**config.mk**
```make
export PLATFORM = sky130hd
export DESIGN_NAME = fetch_queue
export DESIGN_NICKNAME = d
export VERILOG_FILES = /design/src/rtl/fetch_queue.sv
export SDC_FILE = /design/constraint.sdc
export NUM_CORES = 1
export LEC_CHECK = 0
export ABC_AREA = 1
export BUFFER_PORTS_ARGS = -buffer_cell sky130_fd_sc_hd__buf_2
export CAP_MARGIN = 30
export CORE_ASPECT_RATIO = 0.5
export CORE_MARGIN = 5
export CORE_UTILIZATION = 30
export CTS_BUF_LIST = sky130_fd_sc_hd__clkbuf_8 sky130_fd_sc_hd__clkbuf_16
export DETAILED_ROUTE_END_ITERATION = 8
export PLACE_DENSITY_LB_ADDON = 0.25
export RECOVER_POWER = 100
export SLEW_MARGIN = 20
export SYNTH_ARGS = -nofsm -noshare
export SYNTH_HDL_FRONTEND = slang
export SYNTH_SLANG_ARGS = --single-unit
```
**constraint.sdc**
```tcl
create_clock -name clk -period 4.9 [get_ports clk]
set_input_delay 0.98 -clock clk [delete_from_list [all_inputs] [get_ports clk]]
set_output_delay 0.98 -clock clk [all_outputs]
set_load 0.03 [all_outputs]
```
**src/rtl/fetch_queue.sv**
```systemverilog
// -----------------------------------------------------------------------------
// fetch_queue
//   Instruction fetch queue that sits between the ifu and the decode/control
//   stage. It buffers up to DEPTH {instr, pcadd4} pairs, so fetch can keep
//   running while decode is stalled. The oldest entry is always presented to
//   decode. A flush (taken branch, jump or jr redirect) discards every
//   buffered wrong-path instruction.
//
// Parameters
//   DEPTH       number of entries (power of two, >= 2)
//   AW          pointer width, log2(DEPTH)
//
// Ports
//   clk         clock; all state updates on posedge
//   rst         synchronous active-high reset; overrides flush/push/pop
//   flush       empty the queue this cycle; a same-cycle push/pop is dropped
//   in_valid    ifu offers in_instr/in_pcadd4
//   in_instr    fetched instruction word
//   in_pcadd4   PC+4 of the fetched instruction
//   in_ready    queue can accept a push (depends on level only)
//   out_valid   head entry is valid
//   out_instr   head instruction (0, i.e. a nop, when empty)
//   out_pcadd4  head PC+4 (0 when empty)
//   out_pc      head PC = out_pcadd4 - 4 (0 when empty)
//   out_ready   decode consumes the head this cycle
//   level       number of valid entries, 0..DEPTH
// -----------------------------------------------------------------------------
module fetch_queue #(
  parameter int DEPTH = 4,
  parameter int AW    = 2
) (
  input  logic          clk,
  input  logic          rst,
  input  logic          flush,
  input  logic          in_valid,
  input  logic [31:0]   in_instr,
  input  logic [31:0]   in_pcadd4,
  output logic          in_ready,
  output logic          out_valid,
  output logic [31:0]   out_instr,
  output logic [31:0]   out_pcadd4,
  output logic [31:0]   out_pc,
  input  logic          out_ready,
  output logic [AW:0]   level
);

  localparam logic [AW:0]   LVL_FULL = (AW+1)'(DEPTH);
  localparam logic [AW:0]   LVL_ZERO = (AW+1)'(0);
  localparam logic [AW:0]   LVL_ONE  = (AW+1)'(1);
  localparam logic [AW-1:0] PTR_ZERO = AW'(0);
  localparam logic [AW-1:0] PTR_ONE  = AW'(1);

  logic [63:0]   mem_r [DEPTH];
  logic [AW-1:0] wp_r;
  logic [AW-1:0] rp_r;
  logic [AW:0]   level_r;

  logic          push_s;
  logic          pop_s;
  logic [63:0]   head_s;

  // Handshake: in_ready looks only at level so it never depends on out_ready.
  always_comb begin
    in_ready  = (level_r != LVL_FULL);
    out_valid = (level_r != LVL_ZERO);
    push_s    = in_valid & in_ready;
    pop_s     = out_valid & out_ready;
    level     = level_r;
  end

  // Pointer and occupancy state; rst and flush both return to empty.
  always_ff @(posedge clk) begin
    if (rst || flush) begin
      wp_r    <= PTR_ZERO;
      rp_r    <= PTR_ZERO;
      level_r <= LVL_ZERO;
    end else begin
      if (push_s) begin
        wp_r <= wp_r + PTR_ONE;
      end else begin
        wp_r <= wp_r;
      end
      if (pop_s) begin
        rp_r <= rp_r + PTR_ONE;
      end else begin
        rp_r <= rp_r;
      end
      case ({push_s, pop_s})
        2'b10:   level_r <= level_r + LVL_ONE;
        2'b01:   level_r <= level_r - LVL_ONE;
        default: level_r <= level_r;
      endcase
    end
  end

  // Storage write; contents need no reset because level gates the outputs.
  always_ff @(posedge clk) begin
    if (push_s && !rst && !flush) begin
      mem_r[wp_r] <= {in_instr, in_pcadd4};
    end
  end

  // Head presentation; an empty queue reads as all zeros (sll $0,$0,0).
  always_comb begin
    head_s = mem_r[rp_r];
    if (out_valid) begin
      out_instr  = head_s[63:32];
      out_pcadd4 = head_s[31:0];
      out_pc     = head_s[31:0] - 32'd4;
    end else begin
      out_instr  = 32'h0000_0000;
      out_pcadd4 = 32'h0000_0000;
      out_pc     = 32'h0000_0000;
    end
  end

endmodule
```
### Yosys cells after proc, flatten, opt, wreduce, memory -nomap -nowiden

Memory sizes are Yosys's and may differ from the RTL's. A register that Yosys moved wholly into a read port is not among the register bits.
Cells that the tools add are included.

* add/subtract/negate cells: 5
* equality and inequality tests: 3
* mux-type cells: 8
* bitwise logic cells: 2
* reduce and logical (&&, ||, !) cells: 7

Operators by type and width (count)
* $mux 32: 3
* $sub 32x3->32 const B: 1
* $pmux 3 s2: 1
* $add 2x1->2 const B: 2
* $mux 2: 2
* $add 3x1->3 const B: 1
* $ne 3x3->1 const B: 1
* $reduce_bool 3->1: 1
* $sub 3x1->3 const B: 1
* $and 1x1->1: 2
* $eq 2x1->1 const B: 1
* $eq 2x2->1 const B: 1
* $logic_and 1x1->1: 2
* $logic_not 1->1: 2
* $mux 1: 2
* $reduce_bool 2->1: 1
* $logic_or 1x1->1: 1

* register bits: 7
* bits in writable memories: 256
* input bits: 69
* output and inout bits: 101
* word-level logic and storage cells: 29
* memories kept: 1

Memories
* mem_r: words 4, width 64, rd ports 1, clocked after Yosys merged registers in 1, wr ports 1, line 53 `logic [63:0] mem_r [DEPTH];`

### Logic depth before layout (Yosys ltp)

Gate-level depths: netlist of run 1.

* depth in word-level cells: 6
* depth in mapped cells: 16
* depth with buffers taken out: 14

### Worst setup path after synthesis of run 1

Ideal clock, no wire load.

* path type: input to register
* start: input port rst
* end: memory mem_r[0][0] (enable)
* library setup time: 0.487 ns
* data arrival time: 4.113 ns
* required time: 4.413 ns
* slack: 0.300 ns
* cell stages on the path: 3
* path buffers: 0
* cell sequence: nor2_1 -> nand3_1 -> nor2_1

* cells in the longest elaborated chain, start to end: 5

Ends and longest elaborated chain
* start, declared: line 33 `input logic rst,`
* $logic_not 1->1: line 98 `if (push_s && !rst && !flush) begin`
* $logic_and 1x1->1 (2 in a row): line 98
* $mux 1: line 98
* $mux 1 (not written as such): line 99 `mem_r[wp_r] <= {in_instr, in_pcadd4};`
* end, declared: line 53

Every way passes these cells.

==> results of run 1 <==
-- power by group --
part	leakage, nW	switching [mW]	internal [mW]
sequential	2.39	0.00733	2.51
clock	0.408	0.825	1.04
combinational	1.90	0.371	0.0998
total	4.69	1.20	3.66
-- registers in the layout (all words and copies together), names as in the netlist, named ones only --
register	flops
level	3
wp_r	2
mem_r	256
rp_r	2
-- layout by cell type (no fill, tap or decap) --
cell type	n
nand2_1	234
buf_2	22
o211ai_2	1
clkinvlp_4	3
buf_12	2
and2_1	1
nor2_2	5
a32o_1	1
edfxtp_1	256
nand2_2	9
clkbuf_16	27
a21oi_1	51
nor3_1	1
xnor2_1	1
clkbuf_1	147
dfxtp_4	1
nand3_1	70
clkbuf_2	6
xor2_1	7
o21ai_0	82
nor2_4	3
clkbuf_8	3
dfxtp_2	1
dfxtp_1	7
clkinv_2	2
inv_6	2
buf_4	7
ha_1	6
nor2_1	243
inv_1	38
fa_1	1
inv_2	4
clkinv_1	5
clkbuf_4	1
-- per-stage QoR --
step | cells | area, sq um | hold WS (ps) | utilization, %
floorplan | 1071 | 11400 | 442 | -
global placement | 1697 | 12800 | 458 | 34.2
detailed placement | 1697 | 12800 | 462 | 34.2
CTS | 1744 | 13600 | 474 | 36.3
global route | 1744 | 13400 | 481 | 35.6
finish | 1744 | 13400 | 473 | 35.6
-- worst max path at each step --
stage,to,slack [ps],cells past startpoint
2_1_floorplan,mem_r[0][0]$_DFFE_PP_,300,3
3_3_place_gp,out_pc[18],1180,13
3_5_place_dp,out_pc[18],1140,13
4_1_cts,out_pc[18],540,13
5_1_grt,out_instr[14],150,7
6_report,out_instr[9],440,7
-- logic make-up after synthesis --
logic type               after synthesis
AO/OA/AOI/OAI                        135
flip-flops                           265
adder cells (fa/ha/maj)                7
XOR/XNOR                               8
buffers and inverters                 90
AND/OR/NAND/NOR                      566
-- layout make-up --
| class | count | area share [%] |
|---|---|---|
| Multi-Input combinational cell | 716 | 23.4 |
| Inverter | 37 | 1.05 |
| Tap cell | 494 | 4.63 |
| Clock inverter | 17 | 0.647 |
| Clock buffer | 30 | 5.37 |
| Sequential cell | 265 | 59.0 |
| Timing Repair Buffer | 185 | 5.93 |
-- routing by layer --
metal / global-route usage, % / wire length [um] / vias up
met5: 0 / 7 / -
met1: 16.6 / 13000 / 3955
met4: 3.51 / 645 / 2
li1: - / - / 3966
met2: 26.8 / 16200 / 95
met3: 2.63 / 947 / 44
==> metrics, run 1 <==
status=finished, violations left; failing checks=max-capacitance violations, max-slew violations; largest net degree at the start of global routing=80; largest family of logic cells by synthesized area=simple AND/OR/NAND/NOR gates; Leak=4.69 nW; Iteration-0 DRC Markers=484; RSZ-0062 raised after global routing=no; Async S/R FF share, synth=0%; H-tree depth=1; Synth Net Count=1147; Worst-Margin Slew=2740 ps; DIE HEIGHT=148 um; via count=8062; count of unique library cells instantiated by Yosys=26; Fill cells=3750; Yosys top cell area share=67.3%; Place WS=1140 ps; CP max stage delay=960 ps; # DRC=0; Multi-input gate area=3130 sq um; final setup TNS=0 ps; worst hold path type=flip-flop to flip-flop; CP Capture Type=primary output; drt total wl=30.8 mm; Final Slew Violations=160; CP cell instances=buf_4 > clkbuf_2 > nor2_1 > nor2_1 > o21ai_0 > a21oi_1 > clkbuf_1; FP Rows=50; # Post-CTS Setup Buffers=0; Reg area=7870 sq um; core area=37500 sq um; register area share after synthesis=68.9%; Post-synth top cells=edfxtp_1, nor2_1, nand2_1; Synth Cell Area=11400 sq um; hold path start=rp_r[0]$_SDFFE_PP0P_; vias in the first global route=8106; global-route wire length before repair=47.1 mm; post-layout min period=4460 ps; Mapped Cells=1071; Fin. Hold Viols=0; simple-gate share of the synthesized area=19.9%; final setup violation count=0; xor/xnor share of the synthesized area=0.614%; cell mode on critical path=nor2_1; root buf cell=clkbuf_16; mux cell area share after synthesis=0%; maximum capacitance violations=5; kind of critical path=flip-flop to primary output; fin nets=1308; reg-to-reg startpoint=level[1]$_SDFFE_PP0P_; antenna-violating nets left=0; layout cells sized above 1=7.92%; Layout area overhead=16.9%; Max FO, Critical Path=77; fmax=224 MHz; io pins=170; top-count cell post-synth=edfxtp_1; Endpoint, Worst Hold=rp_r[0]$_SDFFE_PP0P_; Reg-to-Reg End=mem_r[3][20]$_DFFE_PP_; GP Congestion=0.841; mean post-synth cell area=10.7 sq um; post-cts hold buffer count=0; die area=42300 sq um; CP startpoint kind=flip-flop; WP data arrival=3480 ps; drt pass-1 iters=5; initial antenna violation count=1; vias per cell=4.62; flop2flop setup slack=1010 ps; IO buf count=169; R2R cell count=5; WHS Path Cells=1; post-DP HPWL=19.5 mm; Skew-Pair Late Insertion Delay=540 ps; Post-Synth Adder-Cell Area=0.833%; WL per Instance=17.6 um; peak supply drop=201 uV; post-synth top area cell=edfxtp_1; Resized Gates After CTS=0; Clock Skew=7.47 ps; dominant synthesized flop cell=edfxtp_1; Synthesis Warnings=0; Clock Pin Slew Worst Setup and Hold Paths=60 ps; EDFF count, synth=256; Power, Total=4.86 mW; grt total ovfl=0; power per cell area=364 nW/um^2; slack of the critical path=443 ps; Total GRT Usage=14.1%; Num CTS Buffers=27; Synth area leaders=edfxtp_1, nor2_1, nand2_1; CP required=3920 ps; crit share post-route=91.0%; Slew HR=-82.9%; Initial Utilization=30.5%; Synth Register Bits=265; Die X=286 um; Clock Path Buffers=3; Bufs and invs on worst path=3; crit-path leading delay family=buffers and inverters; ANT cells=0; # clock sinks=265; Synth Area in Compound Gates=6.03%; Slowest cell on crit path=clkbuf_2; CTS tree=done
No activity file was read; power rests on OpenSTA's default activity.
==> run 2, diff against run 1 <==
- ABC_AREA: 1 -> 0
==> metrics, run 2 <==
top-count cell post-synth=edfxtp_1; Fill cells=3405; CP Capture Type=primary output; fin nets=856; sequential power share=52.0%; maximum capacitance violations=5; CP startpoint kind=flip-flop; cell area after layout=13100 sq um; H-tree depth=1; Yosys top cell area share=70.5%; IO buf count=169; power per cell area=369 nW/um^2; GP Congestion=0.784; Initial Utilization=30.4%; Synth Cell Area=10900 sq um; Post-synth top cells=edfxtp_1, and2_1, mux4_2; fin util=36.6%; Die X=280 um; largest net degree at the start of global routing=46; Synth Net Count=662; R2R cell count=6; worst hold margin=498 ps; Clk pwr share=40.6%; Resized Gates After CTS=0; peak supply drop=218 uV; Layout area overhead=20.3%; Worst-Margin Slew=3300 ps; Iteration-0 DRC Markers=393; global-route wire length before repair=38.4 mm; Power, Total=4.84 mW; status=finished, violations left; commonest non-fill, non-tap cell in the layout=edfxtp_1; RSZ-0062 raised after global routing=no; vias per cell=4.63; Place WS=556 ps; Slew HR=-120%; Net Sw Frac=23.1%; drt pass-1 iters=4; Mapped Cells=586; Num CTS Buffers=27; kind of critical path=flip-flop to primary output; CTS tree=done; Synth area leaders=edfxtp_1, mux4_2, and2_1; Gate power share=7.4%; core area=35900 sq um; antenna-violating nets left=0; crit share post-route=96.7%; Post-Layout Cell Count=1286; reg-to-reg startpoint=level[0]$_SDFFE_PP0P_; WP data arrival=3760 ps; mean post-synth cell area=18.6 sq um; worst hold path type=flip-flop to flip-flop; root buf cell=clkbuf_16; placed cell areas=12400 sq um; WL per Instance=20.1 um; failing checks=max-capacitance violations, max-slew violations; io pins=170; Clock Path Buffers=3; Synth Register Bits=265; Synthesis Warnings=0; Clock Skew=11.6 ps; Most flops, register=mem_r; Async S/R FF share, synth=0%; max reg flops=256; Final Slew Violations=203; dpl cells=1226; count of unique library cells instantiated by Yosys=37; via count=5959; CP required=3920 ps; layout cells sized above 1=25.4%; flop2flop setup slack=510 ps; post-layout min period=4740 ps; # clock sinks=265; Skew-Pair Late Insertion Delay=540 ps; Sw Pwr=1.12 mW; Clock Pin Slew Worst Setup and Hold Paths=60 ps; Fin. Hold Viols=0; Reg-to-Reg End=mem_r[1][44]$_DFFE_PP_; Pint=3.73 mW; DIE HEIGHT=145 um; drt total wl=25.8 mm; grt total ovfl=0; Total GRT Usage=12.3%; fmax=211 MHz; final setup TNS=0 ps; Leak=4.19 nW; Endpoint, Worst Hold=wp_r[1]$_SDFFE_PP0P_; EDFF count, synth=256; vias in the first global route=6437; register area share after synthesis=72.2%; die area=40500 sq um; initial antenna violation count=2; post-DP HPWL=16.5 mm; WHS Path Cells=2; post-synth top area cell=edfxtp_1; final setup violation count=0; # DRC=0; Max FO, Critical Path=31; slack of the critical path=160 ps; commonest non-fill, non-tap cells in the layout=edfxtp_1, clkbuf_1, mux4_2; dominant synthesized flop cell=edfxtp_1; FP Rows=49; hold path start=wp_r[1]$_SDFFE_PP0P_
[run 2: cell count changes in the layout (fill, tap and decap cells not counted), moves of 12 or more]
cell / delta
clkbuf_2: +31
nand3_1: -66
nor2_1: -205
clkbuf_1: -38
o21ai_0: -77
mux4_2: +63
inv_1: -25
nor4_1: +13
and2_1: +39
nand2_1: -224
and2_0: +26
a21oi_1: -43
buf_2: +12
[run 2: kinds of logic after synthesis]
kind of cell	Yosys count	share of synthesized area (%)
flip-flops	265	72.2
AND/OR/NAND/NOR	167	8.65
multiplexers	83	15.0
buffers and inverters	37	1.54
AO/OA/AOI/OAI	16	0.826
XOR/XNOR	11	0.884
adder cells (fa/ha/maj)	7	0.872
[run 2: critical path: stages (launching register included)]
cell	delay, ps
dfxtp_4	650
mux4_2	430
inv_1	100
ha_1	220
o41ai_1	120
clkbuf_2	180
or4_1	600
nor4_1	360
mux2_1	360
clkbuf_2	180
[run 2: worst max path at each step]
stage	end	start	slack [ps]	cells past startpoint
floorplan	out_pc[18]	flip-flop	670	10
global placement	out_pc[31]	flip-flop	600	6
detailed placement	out_pc[31]	flip-flop	560	7
CTS	out_pc[31]	flip-flop	30	7
global route	out_pc[20]	level[0]$_SDFFE_PP0P_	20	6
finish	out_pc[24]	flip-flop	160	9
[run 2: final cells by class]
class	count	area (sq um)	share of cell area, %
tap	484	606	4.62
clock inverter	22	161	1.23
clock buffer	27	676	5.15
antenna	2	5.00	0.0382
timing repair buffer	194	900	6.86
sequential	265	7880	60.0
inverter	8	30.0	0.229
multi-input combinational	284	2870	21.8
[run 2: power by group through the flow]
| stage | Combinational (mW) | Clock [mW] | Sequential [mW] |
|---|---|---|---|
| floorplan | 0.230 | 0 | 2.57 |
| global placement | 0.366 | 0 | 2.57 |
| detailed placement | 0.373 | 0 | 2.57 |
| CTS | 0.374 | 2.02 | 2.52 |
| global route | 0.386 | 2.13 | 2.52 |
| finish | 0.358 | 1.97 | 2.52 |
[run 2: layer usage]
layer	up-vias	wire [um]	GRT usage, %
met5	-	0	0
met4	0	782	3.72
met3	46	751	2.31
met2	98	13900	23.6
met1	3100	10400	14.2
li1	2715	-	-
[run 2: timing repair]
| item | 4_1_cts | 5_1_grt |
|---|---|---|
| hold buffers | 0 | 0 |
| pin swaps | 1 | 0 |
| buffers inserted | 2 | 6 |
| endpoints found under the setup margin | 1 | 11 |
==> run 3, diff against run 2 <==
- BUFFER_PORTS_ARGS: -buffer_cell sky130_fd_sc_hd__buf_2 -> default
- DONT_BUFFER_PORTS: default -> 1
- MAX_ROUTING_LAYER: default -> met4
==> metrics, run 3 (synthesis results as in run 2) <==
CP startpoint kind=flip-flop; Slew HR=-69.6%; sequential power share=53.6%; Most flops, register=mem_r; vias in the first global route=5710; antenna-violating nets left=0; fmax=210 MHz; Max FO, Critical Path=15; Pint=3.67 mW; initial antenna violation count=0; max reg flops=256; fin nets=678; CP max stage delay=660 ps; Num CTS Buffers=26; Sw Pwr=1.04 mW; WL per Instance=22.6 um; post-DP HPWL=15.9 mm; Reg area=7880 sq um; kind of critical path=flip-flop to primary output; Worst-Margin Slew=2540 ps; CTS tree=done; Clock Pin Slew Worst Setup and Hold Paths=60 ps; cell area after layout=12300 sq um; worst hold path type=flip-flop to flip-flop; die area=40500 sq um; Die X=280 um; global-route wire length before repair=36.9 mm; core area=35900 sq um; drt total wl=25.0 mm; H-tree depth=1; io pins=170; dpl cells=1057; CP Capture Type=primary output; Layout area overhead=12.7%; Iteration-0 DRC Markers=329; peak supply drop=300 uV; Leak=3.66 nW; placed cell areas=11500 sq um; FP Rows=49; largest net degree at the start of global routing=56; post-layout min period=4750 ps; Multi-input gate area=2860 sq um; power per cell area=383 nW/um^2; layout cells sized above 1=19.0%; Post-Layout Cell Count=1104; post-cts hold buffer count=0; IO buf count=0; # Post-CTS Setup Buffers=1; drt pass-1 iters=4; ANT cells=0; status=finished, violations left; Initial Utilization=30.4%; # clock sinks=265; Final Slew Violations=208; Total GRT Usage=12.4%; commonest non-fill, non-tap cell in the layout=edfxtp_1; final setup TNS=0 ps; WP data arrival=3770 ps; commonest non-fill, non-tap cells in the layout=edfxtp_1, mux4_2, and2_0; CP cell instances=buf_8 > nor4b_1 > o41ai_1 > or4_1 > nor4_1 > mux2_1; Fin. Hold Viols=0; RSZ-0062 raised after global routing=no; CP required=3920 ps; Resized Gates After CTS=0; # DRC=0; root buf cell=clkbuf_16; Slowest cell on crit path=nor4b_1; grt total ovfl=0; vias per cell=4.85; Net Sw Frac=22.1%; worst hold margin=505 ps; Power, Total=4.71 mW; Skew-Pair Late Insertion Delay=530 ps; final setup violation count=0; Clk pwr share=40.6%; failing checks=max-capacitance violations, max-slew violations; maximum capacitance violations=5; via count=5359; Clock Skew=5.12 ps; crit share post-route=97.0%; DIE HEIGHT=145 um; GP Congestion=0.782; Fill cells=3394; Gate power share=5.9%; Clock Path Buffers=3
==> run 3: layout make-up <==
type | count | area share, %
multi-input combinational | 284 | 23.3
clock inverter | 19 | 1.08
sequential | 265 | 64.1
inverter | 8 | 0.244
clock buffer | 27 | 5.50
timing repair buffer | 17 | 0.866
tap | 484 | 4.93
==> run 3: per-stage QoR <==
stage	setup slack (ps)	utilization, %
global placement	541	32.1
detailed placement	519	32.1
finish	147	34.2
floorplan	668	-
CTS	108	34.4
global route	18.4	34.2
==> run 3: per-layer routing <==
metal / vias up / part of all wire (%) / global-route usage, %
li1: 2359 / - / -
met4: 0 / 3.0 / 3.98
met3: 44 / 3.7 / 2.71
met2: 88 / 54 / 22.3
met5: - / 0 / -
met1: 2868 / 39 / 13.9
==> run 3: worst max-delay path: cells and delay by family, from the launching register on <==
kind	cells	cell delay (ps)
buffers and inverters	1	240
DFF	1	560
muxes	1	520
AOI/OAI and AO/OA	1	280
and+or+nand+nor	3	1630
==> run 3: power by group through the flow <==
stage	clock [mW]	sequential [mW]	combinational (mW)
after floorplan	0	2.57	0.230
after global placement	0	2.57	0.283
after detailed placement	0	2.57	0.283
after CTS	1.97	2.52	0.286
after global routing	2.07	2.52	0.293
final	1.91	2.52	0.276
==> run 3: final timing paths <==
path / start / end / slack [ps] / depth (start not counted)
max: flip-flop / out_pc[20] / 150 / 6
min: wp_r[1]$_SDFFE_PP0P_ / wp_r[1]$_SDFFE_PP0P_ / 500 / 2
max reg2reg: level[0]$_SDFFE_PP0P_ / mem_r[1][60]$_DFFE_PP_ / 540 / 6
min reg2reg: wp_r[1]$_SDFFE_PP0P_ / wp_r[1]$_SDFFE_PP0P_ / 500 / 2
